[src/rtl/uart_pkg.sv]
// Shared UART framing definitions: parity mode encodings, line-level bit
// constants and the frame width helper.
package uart_pkg;

    localparam logic [1:0] PAR_NONE = 2'b00;
    localparam logic [1:0] PAR_ODD  = 2'b01;
    localparam logic [1:0] PAR_EVEN = 2'b10;
    localparam logic [1:0] PAR_RSVD = 2'b11;  // decoded as no parity

    localparam logic START_BIT = 1'b0;
    localparam logic STOP_BIT  = 1'b1;

    // Frame = start + data + parity/mark + stop.
    function automatic int frame_w(input int data_w);
        return data_w + 3;
    endfunction

endpackage

[src/rtl/parity_gen.sv]
// Parity bit generator: XOR reduction of the payload plus mode decode.
// In the no-parity modes the slot carries a mark (1) so the frame length
// never changes.
module parity_gen
    import uart_pkg::*;
#(
    parameter int DATA_W = 8
) (
    input  logic [DATA_W-1:0] i_Data,
    input  logic [1:0]        i_Parity,
    output logic              o_Parity
);

    logic xor_red;

    // Select the parity slot value from the mode and the data reduction.
    always_comb begin
        xor_red  = ^i_Data;
        o_Parity = 1'b1;
        if (i_Parity == PAR_ODD) begin
            o_Parity = ~xor_red;
        end else if (i_Parity == PAR_EVEN) begin
            o_Parity = xor_red;
        end else begin
            o_Parity = 1'b1;
        end
    end

endmodule

[src/rtl/tx_parity_framer.sv]
// UART transmit framer: builds start/data/parity/stop in parallel and
// registers it once per clock for the shift register to load. Bit 0 of
// the output is the first bit on the line.
module tx_parity_framer
    import uart_pkg::*;
#(
    parameter int DATA_W = 8
) (
    input  logic                     i_Pclk,
    input  logic                     i_Rst,
    input  logic [1:0]               i_Parity,
    input  logic [DATA_W-1:0]        i_Data,
    output logic [frame_w(DATA_W)-1:0] o_Data
);

    localparam int FRAME_W = frame_w(DATA_W);

    logic               par_bit;
    logic [FRAME_W-1:0] frame_d;
    logic [FRAME_W-1:0] frame_q;

    parity_gen #(
        .DATA_W (DATA_W)
    ) u_parity_gen (
        .i_Data   (i_Data),
        .i_Parity (i_Parity),
        .o_Parity (par_bit)
    );

    // Assemble the frame from the current inputs.
    always_comb begin
        frame_d = {STOP_BIT, par_bit, i_Data, START_BIT};
    end

    // Frame register; reset drives the idle (all-mark) line level.
    always_ff @(posedge i_Pclk or posedge i_Rst) begin
        if (i_Rst) begin
            frame_q <= '1;
        end else begin
            frame_q <= frame_d;
        end
    end

    assign o_Data = frame_q;

endmodule

[config.mk]
export PLATFORM = sky130hd
export DESIGN_NAME = tx_parity_framer
export DESIGN_NICKNAME = d
export VERILOG_FILES = /design/src/rtl/uart_pkg.sv /design/src/rtl/parity_gen.sv /design/src/rtl/tx_parity_framer.sv
export SDC_FILE = /design/constraint.sdc
export NUM_CORES = 1
export LEC_CHECK = 0
export BUFFER_PORTS_ARGS = -buffer_cell sky130_fd_sc_hd__buf_4
export CAP_MARGIN = 30
export CORE_AREA = 4 4 41 43
export DETAILED_ROUTE_END_ITERATION = 7
export DIE_AREA = 0 0 45 47
export PLACE_DENSITY = 0.58
export SYNTH_ARGS = -nofsm -noshare
export SYNTH_HDL_FRONTEND = slang
export SYNTH_HIERARCHICAL = 1
export SYNTH_SLANG_ARGS = --single-unit
[constraint.sdc]
create_clock -name i_Pclk -period 0.8 [get_ports i_Pclk]
set_input_delay 0.08 -clock i_Pclk [delete_from_list [all_inputs] [get_ports i_Pclk]]
set_output_delay 0.08 -clock i_Pclk [all_outputs]
set_load 0.005 [all_outputs]
## After elaboration in Yosys (flattened, before gate mapping)

Index checks and enable logic that the tools add are counted.

| storage, ports and cells | value |
|---|---|
| flip-flop bits (word level) | 10 |
| output and inout port bits | 11 |
| word-level logic and storage cells | 7 |

| cells by class | value |
|---|---|
| eq/ne operators | 2 |
| mux-type cells | 2 |
| bitwise gates (word level) | 1 |
| reductions and logical operators | 1 |

Operator list:

| kind | count |
|---|---|
| XOR reduction 8 bit | 1 |
| == test 2 x 1 -> 1 bit, second input constant | 1 |
| == test 2 bit, second input constant | 1 |
| two-way mux 1 bit | 2 |
| inverter 1 bit | 1 |

## Longest topological paths before layout

Gate-level depths: netlist (run 1).

| logic depth | value |
|---|---|
| depth in word-level cells | 3 |
| mapped depth | 4 |
| depth with buffers taken out | 4 |

## Hierarchy

The synthesis (run 1) kept the hierarchy.

Modules (own cells, without submodules):

| module | instances | cells each | area an instance (um2) | seq. area each (um2) |
|---|---|---|---|---|
| tx_parity_framer | 1 | 14 | 281.5 | 262.8 |
| parity_gen | 1 | 10 | 83.8 | 0.0 |

## Least setup slack after synthesis (run 1)

Ideal clock, no wire load.

| timing | value |
|---|---|
| path kind | input to register |
| from | input i_Data[1] |
| to | register frame_q[9], in the netlist o_Data[9] |
| data arrival time | 0.722 ns |
| path slack | 0.003 ns |
| stages | 4 |
| cell sequence | xnor2_1 xnor2_1 xnor2_1 mux2i_1 |

| on the way | value |
|---|---|
| longest elaborated chain between the ends | 3 |

Ends and longest elaborated chain:

| item | line | RTL |
|---|---|---|
| from (decl) | tx_parity_framer.sv:12 | `input logic [DATA_W-1:0] i_Data,` |
| XOR reduction 8 bit * | parity_gen.sv:18 | `xor_red = ^i_Data;` |
| two-way mux 1 bit / inverter 1 bit (equally long branches) | parity_gen.sv:22, parity_gen.sv:21 |  |
| two-way mux 1 bit * | parity_gen.sv:20 | `if (i_Parity == PAR_ODD) begin` |
| via par_bit | tx_parity_framer.sv:18 | `logic par_bit;` |
| to (signal assigned) | tx_parity_framer.sv:40 | `frame_q <= frame_d;` |
| to (decl) | tx_parity_framer.sv:20 | `logic [FRAME_W-1:0] frame_q;` |

Mark *: on every way through the listed nets, which the timed path passes. The rest lies on a longest branch.

## Worst setup path after layout (run 1)

| timing | value |
|---|---|
| from | register frame_q[6], in the netlist o_Data[6] |
| to | output o_Data[6] |

RTL lines:

| item | line | RTL |
|---|---|---|
| to (decl) | tx_parity_framer.sv:13 | `output logic [frame_w(DATA_W)-1:0] o_Data` |

No word-level cell between the ends.

==> key figures, run 1 <==
Logic synthesis
  • Cell variety after synth: 7
  • FF+latch count, synth: 10
  • Syn_nets: 36
  • Synth Instances: 24
  • Sequential element share of the synthesized area: 0.719
  • Mapped Area: 365 µm²
  • Avg Synthesized Cell Area: 15.2 µm²
  • Synth Warn #: 6

Clock network
  • # H-tree levels: 1
  • Sink Count: 10
  • Max clock buf depth: 2
  • Clk pin slew, worst setup/hold paths: 60 ps
  • Root buf cell: clkbuf_4
  • TritonCTS Buffers: 3
  • CTS tree: yes
  • Setup bufs post-CTS: 0

Finish
  • Fillers: 115
  • Most common cell after layout, fill and taps aside: buf_4
  • Most frequent cells in the layout: buf_4, dfstp_2, buf_6
  • Final nets: 69
  • Layout cells sized above 1: 0.691
  • Max FFs per register: 10
  • Area growth from synthesis to layout: 92.8%
  • Fin cells: 70
  • Number of diodes: 0

Power and ir drop
  • LEAKAGE: 0.324 nW
  • Worst IR drop on VDD: 0.652 mV
  • Total power: 1.21 mW
  • PwrDens: 1720 nW/µm²

Placement
  • Routability cong.: 0.639
  • Port bufs: 21
  • Placed insts: 59
  • Place WS: -209 ps

Detailed routing
  • Routed vias: 285
  • First drt pass iteration count: 2
  • Detail Route Antenna Nets: 0
  • Met3 wire len: 35 µm
  • Met2 routed WL: 682 µm
  • DR WL/cell: 14.3 µm
  • Routed met1 length: 264 µm
  • WL final: 998 µm
  • Starting DRT DRC Count: 3
  • Number of remaining DRC errors: 0
  • Vias/cell: 4.07
  • Top routing layer in use: met4

Setup path
  • CP required: 720 ps
  • Endpoint type of the worst setup path: primary output
  • Crit path buf inv count: 1
  • Worst path cell trace: buf_6
  • Slowest CP cell: dfstp_2
  • Slowest cell delay on critical path: 540 ps
  • Critical path launch point type: register
  • Worst Path Arrival: 890 ps
  • WS Path Type: reg -> out
  • Crit Path Max Fanout: 1
  • Delay-heaviest family, CP: flip-flops

STA
  • Pins over their slew limit: 0
  • Clock period minus worst slack: 972 ps
  • Setup tns final: -1590 ps
  • Final Hold Vio Count: 0
  • RSZ-0062 raised after global routing: true
  • F_max: 1030 MHz
  • Final Cycle Share: 1.22
  • PnR worst setup slack: -172 ps
  • Final setup viols: 10

Floorplan
  • Top-Level Pins: 23
  • Row count: 13
  • Die Y: 47 µm
  • Core ar.: 1300 µm²
  • Die W: 45 µm
  • Die area: 2120 µm²
  • Starting Density: 0.281

Run status
  • Outcome: finished, violations left
  • Failing checks: negative setup slack

Run
  • Max cap viols: 0

Worst hold path
  • Hold Path Class: in -> async

Global routing
  • Total GRT Usage: 0.104
  • Initial antenna violation count: 0
  • Congestion Overflow GR: 0
  • First-pass GRT wire length: 1390 µm
  • Largest net degree at the start of global routing: 11
  • Vias in the first global route: 306
==> cells by family (layout without fill, tap and decap cells) <==
| kind of cell | Yosys count | count (layout) | share of synthesized area |
|---|---|---|---|
| xor+xnor | 7 | 7 | 0.168 |
| buf+inv | 2 | 33 | 0.0308 |
| flops | 10 | 10 | 0.719 |
| mux | 1 | 1 | 0.0274 |
| other cells | 2 | 2 | 0.0206 |
| simple gates | 2 | 2 | 0.0342 |
==> metrics by stage <==
step | utilization | hold WS [ps] | area (µm²)
after floorplan | - | 84.5 | 365
after global placement | 0.411 | 203 | 534
after detailed placement | 0.411 | 207 | 534
after CTS | 0.518 | 75.1 | 674
after global routing | 0.541 | 94.5 | 704
final | 0.541 | 62.9 | 704
==> area by class of cell <==
class | instances | area (µm²) | area share
repair buffers | 29 | 275 | 0.391
flip-flops and latches | 10 | 263 | 0.373
multi-input cells | 12 | 121 | 0.172
clock buffers | 3 | 22.5 | 0.0320
well taps | 15 | 18.8 | 0.0266
inverters | 1 | 3.75 | 0.00533
==> per-layer routing <==
layer	vias up	GRT usage
met1	147	0.0778
met3	2	0.0345
met4	0	0.0702
met5	-	0
met2	7	0.215
li1	129	-
==> cell usage after synthesis <==
cell	instances	area, µm²
mux2i_1	1	10.0
xnor2_1	7	61.3
buf_4	1	7.51
conb_1	2	7.51
nor2b_1	2	12.5
inv_1	1	3.75
dfstp_2	10	263
==> what timing repair did <==
item,in CTS,in global routing
hold endpoints to repair,8,0
hold buffers,8,0
pin swaps,0,2
gates cloned,0,0
endpoints found under the setup margin,10,11
resized for setup,10,4
==> path summary, 6_finish.rpt <==
kind | endpoint | depth (start not counted) | from
setup / recovery | o_Data[6] | 1 | o_Data[6]$_DFF_PP1_
hold / removal | o_Data[0]$_DFF_PP1_ | 2 | i_Rst
max in group asynchronous | o_Data[9]$_DFF_PP1_ | 2 | i_Rst
min in group i_Pclk | o_Data[9]$_DFF_PP1_ | 3 | i_Parity[0]
==> power by group <==
part	total (mW)	internal (mW)	switching (mW)
Sequential	0.580	0.565	0.0153
Combinational	0.282	0.187	0.0947
Clock	0.350	0.174	0.175
Total	1.21	0.927	0.285
No activity file was read; power rests on OpenSTA's default activity.
==> run 2, diff against run 1 <==
==> constraint.sdc (replaced) <==
create_clock -name i_Pclk -period 0.8 [get_ports i_Pclk]
set_input_delay 0.16 -clock i_Pclk [delete_from_list [all_inputs] [get_ports i_Pclk]]
set_output_delay 0.16 -clock i_Pclk [all_outputs]
set_load 0.005 [all_outputs]
==> key figures, run 2 (same netlist as run 1, synthesis figures left out) <==
Run status
  • Outcome: finished, violations left (unchanged)
  • Failing checks: negative setup slack (unchanged)

Power and ir drop
  • Reg power frac: 0.433 (was 0.479)
  • Combinational power share: 0.245 (was 0.233)
  • LEAKAGE: 0.344 nW (was 0.324 nW)
  • Clock Power Share: 0.322 (was 0.288)
  • P_sw: 0.282 mW (was 0.285 mW)
  • Int Power: 1.06 mW (was 0.927 mW)
  • Worst IR drop on VDD: 0.921 mV (was 0.652 mV)
  • Total power: 1.34 mW (was 1.21 mW)
  • PwrDens: 1740 nW/µm² (was 1720 nW/µm²)
  • Net Sw Frac: 0.210 (was 0.235)

STA
  • Hold Slack: 43.5 ps (was 62.9 ps)
  • F_max: 964 MHz (was 1030 MHz)
  • Clock period minus worst slack: 1040 ps (was 972 ps)
  • Pins over their slew limit: 0 (unchanged)
  • Final Cycle Share: 1.30 (was 1.22)
  • Setup tns final: -2290 ps (was -1590 ps)
  • RSZ-0062 raised after global routing: true (unchanged)
  • PnR worst setup slack: -237 ps (was -172 ps)
  • Final Hold Vio Count: 0 (unchanged)
  • Final setup viols: 10 (unchanged)

Clock network
  • Clk pin slew, worst setup/hold paths: 60 ps (about the same)
  • Max clock buf depth: 2 (unchanged)
  • Setup bufs post-CTS: 0 (unchanged)
  • # H-tree levels: 1 (unchanged)
  • Root buf cell: clkbuf_4 (unchanged)
  • TritonCTS Buffers: 3 (unchanged)
  • CTS tree: yes (unchanged)
  • Sink Count: 10 (unchanged)

Setup path
  • Worst path cell trace: buf_6 (unchanged)
  • Critical path launch point type: register (unchanged)
  • WS Path Type: reg -> out (unchanged)
  • Worst Path Arrival: 880 ps (was 890 ps)
  • Crit Path Max Fanout: 1 (unchanged)
  • Slowest cell delay on critical path: 530 ps (was 540 ps)
  • CP required: 640 ps (was 720 ps)
  • Delay-heaviest family, CP: flip-flops (unchanged)
  • Crit path buf inv count: 1 (unchanged)
  • Endpoint type of the worst setup path: primary output (unchanged)
  • Slowest CP cell: dfstp_2 (unchanged)

Finish
  • Final nets: 66 (was 69)
  • Max FFs per register: 10 (unchanged)
  • Area growth from synthesis to layout: 111% (was 92.8%)
  • Layout cells sized above 1: 0.774 (was 0.691)
  • Footprint of the multi-input gates: 181 µm² (was 121 µm²)
  • Fillers: 117 (was 115)
  • Register area: 263 µm² (unchanged)
  • Number of diodes: 0 (unchanged)
  • Most common cell after layout, fill and taps aside: buf_6 (was buf_4)
  • Post-route design area: 771 µm² (was 704 µm²)
  • Most frequent cells in the layout: buf_6, dfstp_2, buf_4 (was buf_4, dfstp_2, buf_6)

Run
  • Max cap viols: 0 (unchanged)

Global routing
  • Total GRT Usage: 0.0962 (was 0.104)
  • First-pass GRT wire length: 1350 µm (was 1390 µm)
  • Congestion Overflow GR: 0 (unchanged)
  • Vias in the first global route: 323 (was 306)
  • Largest net degree at the start of global routing: 11 (unchanged)
  • Initial antenna violation count: 0 (unchanged)

Worst hold path
  • Hold Path Class: in -> reg (was in -> async)

Floorplan
  • Row count: 13 (unchanged)
  • Die area: 2120 µm² (unchanged)
  • Starting Density: 0.281 (unchanged)
  • Die W: 45 µm (unchanged)
  • Top-Level Pins: 23 (unchanged)
  • Core ar.: 1300 µm² (unchanged)
  • Die Y: 47 µm (unchanged)

Detailed routing
  • Vias/cell: 3.99 (was 4.07)
  • Detail Route Antenna Nets: 0 (unchanged)
  • DR WL/cell: 12.7 µm (was 14.3 µm)
  • Routed vias: 271 (was 285)
  • Number of remaining DRC errors: 0 (unchanged)
  • Starting DRT DRC Count: 0 (was 3)
  • First drt pass iteration count: 1 (was 2)
  • WL final: 865 µm (was 998 µm)

Placement
  • Port bufs: 21 (unchanged)
  • Place WS: -269 ps (was -209 ps)
  • Cell Area, Placed: 587 µm² (was 534 µm²)
  • Routability cong.: 0.681 (was 0.639)
run 2: final timing paths:
check / from / slack [ps] / cells past startpoint / endpoint
worst max-delay path: o_Data[2]$_DFF_PP1_ / -240 / 1 / o_Data[2]
worst min-delay path: i_Data[1] / 40 / 1 / o_Data[2]$_DFF_PP1_
max in group asynchronous: i_Rst / 630 / 2 / o_Data[2]$_DFF_PP1_
min in group asynchronous: i_Rst / 150 / 2 / o_Data[7]$_DFF_PP1_
run 2: area by class of cell:
| cell class | count | area share |
|---|---|---|
| Timing Repair Buffer | 26 | 0.347 |
| Inverter | 1 | 0.00487 |
| Multi-Input combinational cell | 12 | 0.235 |
| Clock buffer | 4 | 0.0471 |
| Tap cell | 15 | 0.0244 |
| Sequential cell | 10 | 0.341 |
run 2: stage by stage:
| step | std cells | util |
|---|---|---|
| after floorplan | 24 | - |
| after global placement | 59 | 0.451 |
| after detailed placement | 59 | 0.451 |
| after CTS | 63 | 0.513 |
| after global routing | 68 | 0.592 |
| final | 68 | 0.592 |
run 2: timing repair:
action                                 4_1_cts  5_1_grt
pin swaps                                    0        7
endpoints found under the hold margin        0        5
hold buffers                                 0        5
setup endpoints to repair                   11       11
resized for setup                           11        9
run 2: power by group through the flow:
stage,Sequential [mW],Clock [mW],Combinational (mW)
final,0.581,0.433,0.330
after global placement,0.580,0,0.240
after CTS,0.583,0.455,0.277
after floorplan,0.586,0,0.116
after global routing,0.584,0.481,0.353
after detailed placement,0.583,0,0.246
run 2: per-layer routing:
metal,GRT usage,share of wire
met5,0,0
met4,0.0702,0
met3,0.0460,0.15
met2,0.158,0.49
met1,0.0948,0.36
==> run 3, diff against run 2 <==
--- a/config.mk
+++ b/config.mk
@@ -10,7 +10,6 @@
 export CORE_AREA = 4 4 41 43
 export DETAILED_ROUTE_END_ITERATION = 7
 export DIE_AREA = 0 0 45 47
-export PLACE_DENSITY = 0.58
 export SYNTH_ARGS = -nofsm -noshare
 export SYNTH_HDL_FRONTEND = slang
 export SYNTH_HIERARCHICAL = 1
==> key figures, run 3 (same netlist as run 1, synthesis figures left out) <==
Placement
  • Routability cong.: 0.640 (was 0.681)
  • Cell Area, Placed: 587 µm² (unchanged)
  • Placed insts: 59 (unchanged)
  • Port bufs: 21 (unchanged)

Detailed routing
  • Detail Route Antenna Nets: 0 (unchanged)
  • First drt pass iteration count: 3 (was 1)
  • Vias/cell: 3.96 (was 3.99)
  • Routed vias: 273 (was 271)
  • Starting DRT DRC Count: 2 (was 0)
  • Number of remaining DRC errors: 0 (unchanged)
  • WL final: 795 µm (was 865 µm)
  • DR WL/cell: 11.5 µm (was 12.7 µm)

Worst hold path
  • Worst hold endpoint: o_Data[8]$_DFF_PP1_ (was o_Data[2]$_DFF_PP1_)
  • Hold Path Class: in -> reg (unchanged)
  • WHS Path Cells: 1 (unchanged)
  • Min-delay src: i_Data[7] (was i_Data[1])

Finish
  • Layout cells sized above 1: 0.759 (was 0.774)
  • Most frequent cells in the layout: buf_6, dfstp_2, dlygate4sd3_1 (was buf_6, dfstp_2, buf_4)
  • Most common cell after layout, fill and taps aside: buf_6 (unchanged)
  • Area growth from synthesis to layout: 114% (was 111%)
  • Max FFs per register: 10 (unchanged)
  • Post-route design area: 781 µm² (was 771 µm²)
  • Fin cells: 69 (was 68)
  • Layout Utilization: 0.600 (was 0.592)
  • Number of diodes: 0 (unchanged)
  • Final nets: 67 (was 66)

Power and ir drop
  • Reg power frac: 0.427 (was 0.433)
  • Net Sw Frac: 0.216 (was 0.210)
  • Worst IR drop on VDD: 0.821 mV (was 0.921 mV)
  • Int Power: 1.06 mW (about the same)
  • Combinational power share: 0.245 (about the same)
  • LEAKAGE: 0.348 nW (was 0.344 nW)
  • Total power: 1.36 mW (was 1.34 mW)
  • P_sw: 0.294 mW (was 0.282 mW)
  • Clock Power Share: 0.329 (was 0.322)
  • PwrDens: 1740 nW/µm² (about the same)

Setup path
  • WS Path Type: reg -> out (unchanged)
  • Worst path cell trace: buf_6 (unchanged)
  • Slowest cell delay on critical path: 540 ps (was 530 ps)
  • Crit Path Max Fanout: 1 (unchanged)
  • Worst Path Arrival: 890 ps (was 880 ps)
  • Endpoint type of the worst setup path: primary output (unchanged)
  • Crit path buf inv count: 1 (unchanged)
  • Slowest CP cell: dfstp_2 (unchanged)
  • Critical path launch point type: register (unchanged)
  • Delay-heaviest family, CP: flip-flops (unchanged)
  • CP required: 640 ps (about the same)

Clock network
  • Clk pin slew, worst setup/hold paths: 70 ps (was 60 ps)
  • Max clock buf depth: 2 (unchanged)
  • Setup bufs post-CTS: 0 (unchanged)
  • Root buf cell: clkbuf_4 (unchanged)
  • TritonCTS Buffers: 3 (unchanged)
  • CTS tree: yes (unchanged)
  • # H-tree levels: 1 (unchanged)
  • Sink Count: 10 (unchanged)

Floorplan
  • Core ar.: 1300 µm² (unchanged)
  • Top-Level Pins: 23 (unchanged)
  • Starting Density: 0.281 (unchanged)
  • Die area: 2120 µm² (unchanged)
  • Row count: 13 (unchanged)
  • Die Y: 47 µm (unchanged)
  • Die W: 45 µm (unchanged)

STA
  • Clock period minus worst slack: 1050 ps (was 1040 ps)
  • F_max: 954 MHz (was 964 MHz)
  • Final Cycle Share: 1.31 (was 1.30)
  • Pins over their slew limit: 0 (unchanged)
  • PnR worst setup slack: -248 ps (was -237 ps)
  • RSZ-0062 raised after global routing: true (unchanged)
  • Hold Slack: 36.2 ps (was 43.5 ps)
  • Final Hold Vio Count: 0 (unchanged)
  • Final setup viols: 10 (unchanged)

Global routing
  • Total GRT Usage: 0.0952 (was 0.0962)
  • Vias in the first global route: 315 (was 323)
  • Initial antenna violation count: 0 (unchanged)
  • First-pass GRT wire length: 1300 µm (was 1350 µm)
  • Largest net degree at the start of global routing: 11 (unchanged)
  • Congestion Overflow GR: 0 (unchanged)

Run
  • Max cap viols: 0 (unchanged)

Run status
  • Failing checks: negative setup slack (unchanged)
  • Outcome: finished, violations left (unchanged)
-- run 3: cell count changes in the layout (fill, tap and decap cells not counted), sizes merged --
| cell | delta |
|---|---|
| dlygate4sd3 | +1 |
-- run 3: worst max-delay path by stage --
stage	start	to	slack, ps	depth (start not counted)
global route	o_Data[1]$_DFF_PP1_	o_Data[1]	-290	1
global placement	i_Data[1]	o_Data[9]$_DFF_PP1_	-260	5
finish	o_Data[1]$_DFF_PP1_	o_Data[1]	-250	1
floorplan	i_Data[7]	o_Data[9]$_DFF_PP1_	-60	4
CTS	o_Data[2]$_DFF_PP1_	o_Data[2]	-250	1
detailed placement	i_Data[1]	o_Data[9]$_DFF_PP1_	-300	5
-- run 3: per-layer routing --
layer,GRT usage,vias up,share of wire
met3,0.0575,0,0.10
met2,0.172,12,0.62
met5,0,-,0
met1,0.0802,134,0.28
met4,0.0526,0,0
li1,-,127,-
-- run 3: power by group through the flow --
stage	Combinational, mW	Sequential, mW	Clock [mW]
floorplan	0.116	0.586	0
CTS	0.315	0.580	0.463
global route	0.354	0.583	0.509
finish	0.332	0.580	0.447
detailed placement	0.244	0.581	0
global placement	0.239	0.579	0
-- run 3: metrics by stage --
stage                     worst slack (ps)  TNS, ps
after CTS                             -250    -2430
after floorplan                      -61.0    -61.0
after detailed placement              -303     -303
after global routing                  -292    -2760
after global placement                -260     -260
final                                 -248    -2320
-- run 3: area by class of cell --
class	instances	area, µm²
tap	15	18.8
sequential	10	263
timing repair buffer	27	278
inverter	1	3.75
fill	99	520
clock buffer	4	36.3
multi-input combinational	12	181
-- run 3: timing repair --
action / in CTS / in global routing
hold buffers: 2 / 4
gates cloned: 0 / 0
gates resized for setup: 17 / 3
pin swaps: 6 / 4
setup endpoints to repair: 11 / 11
endpoints found under the hold margin: 2 / 4
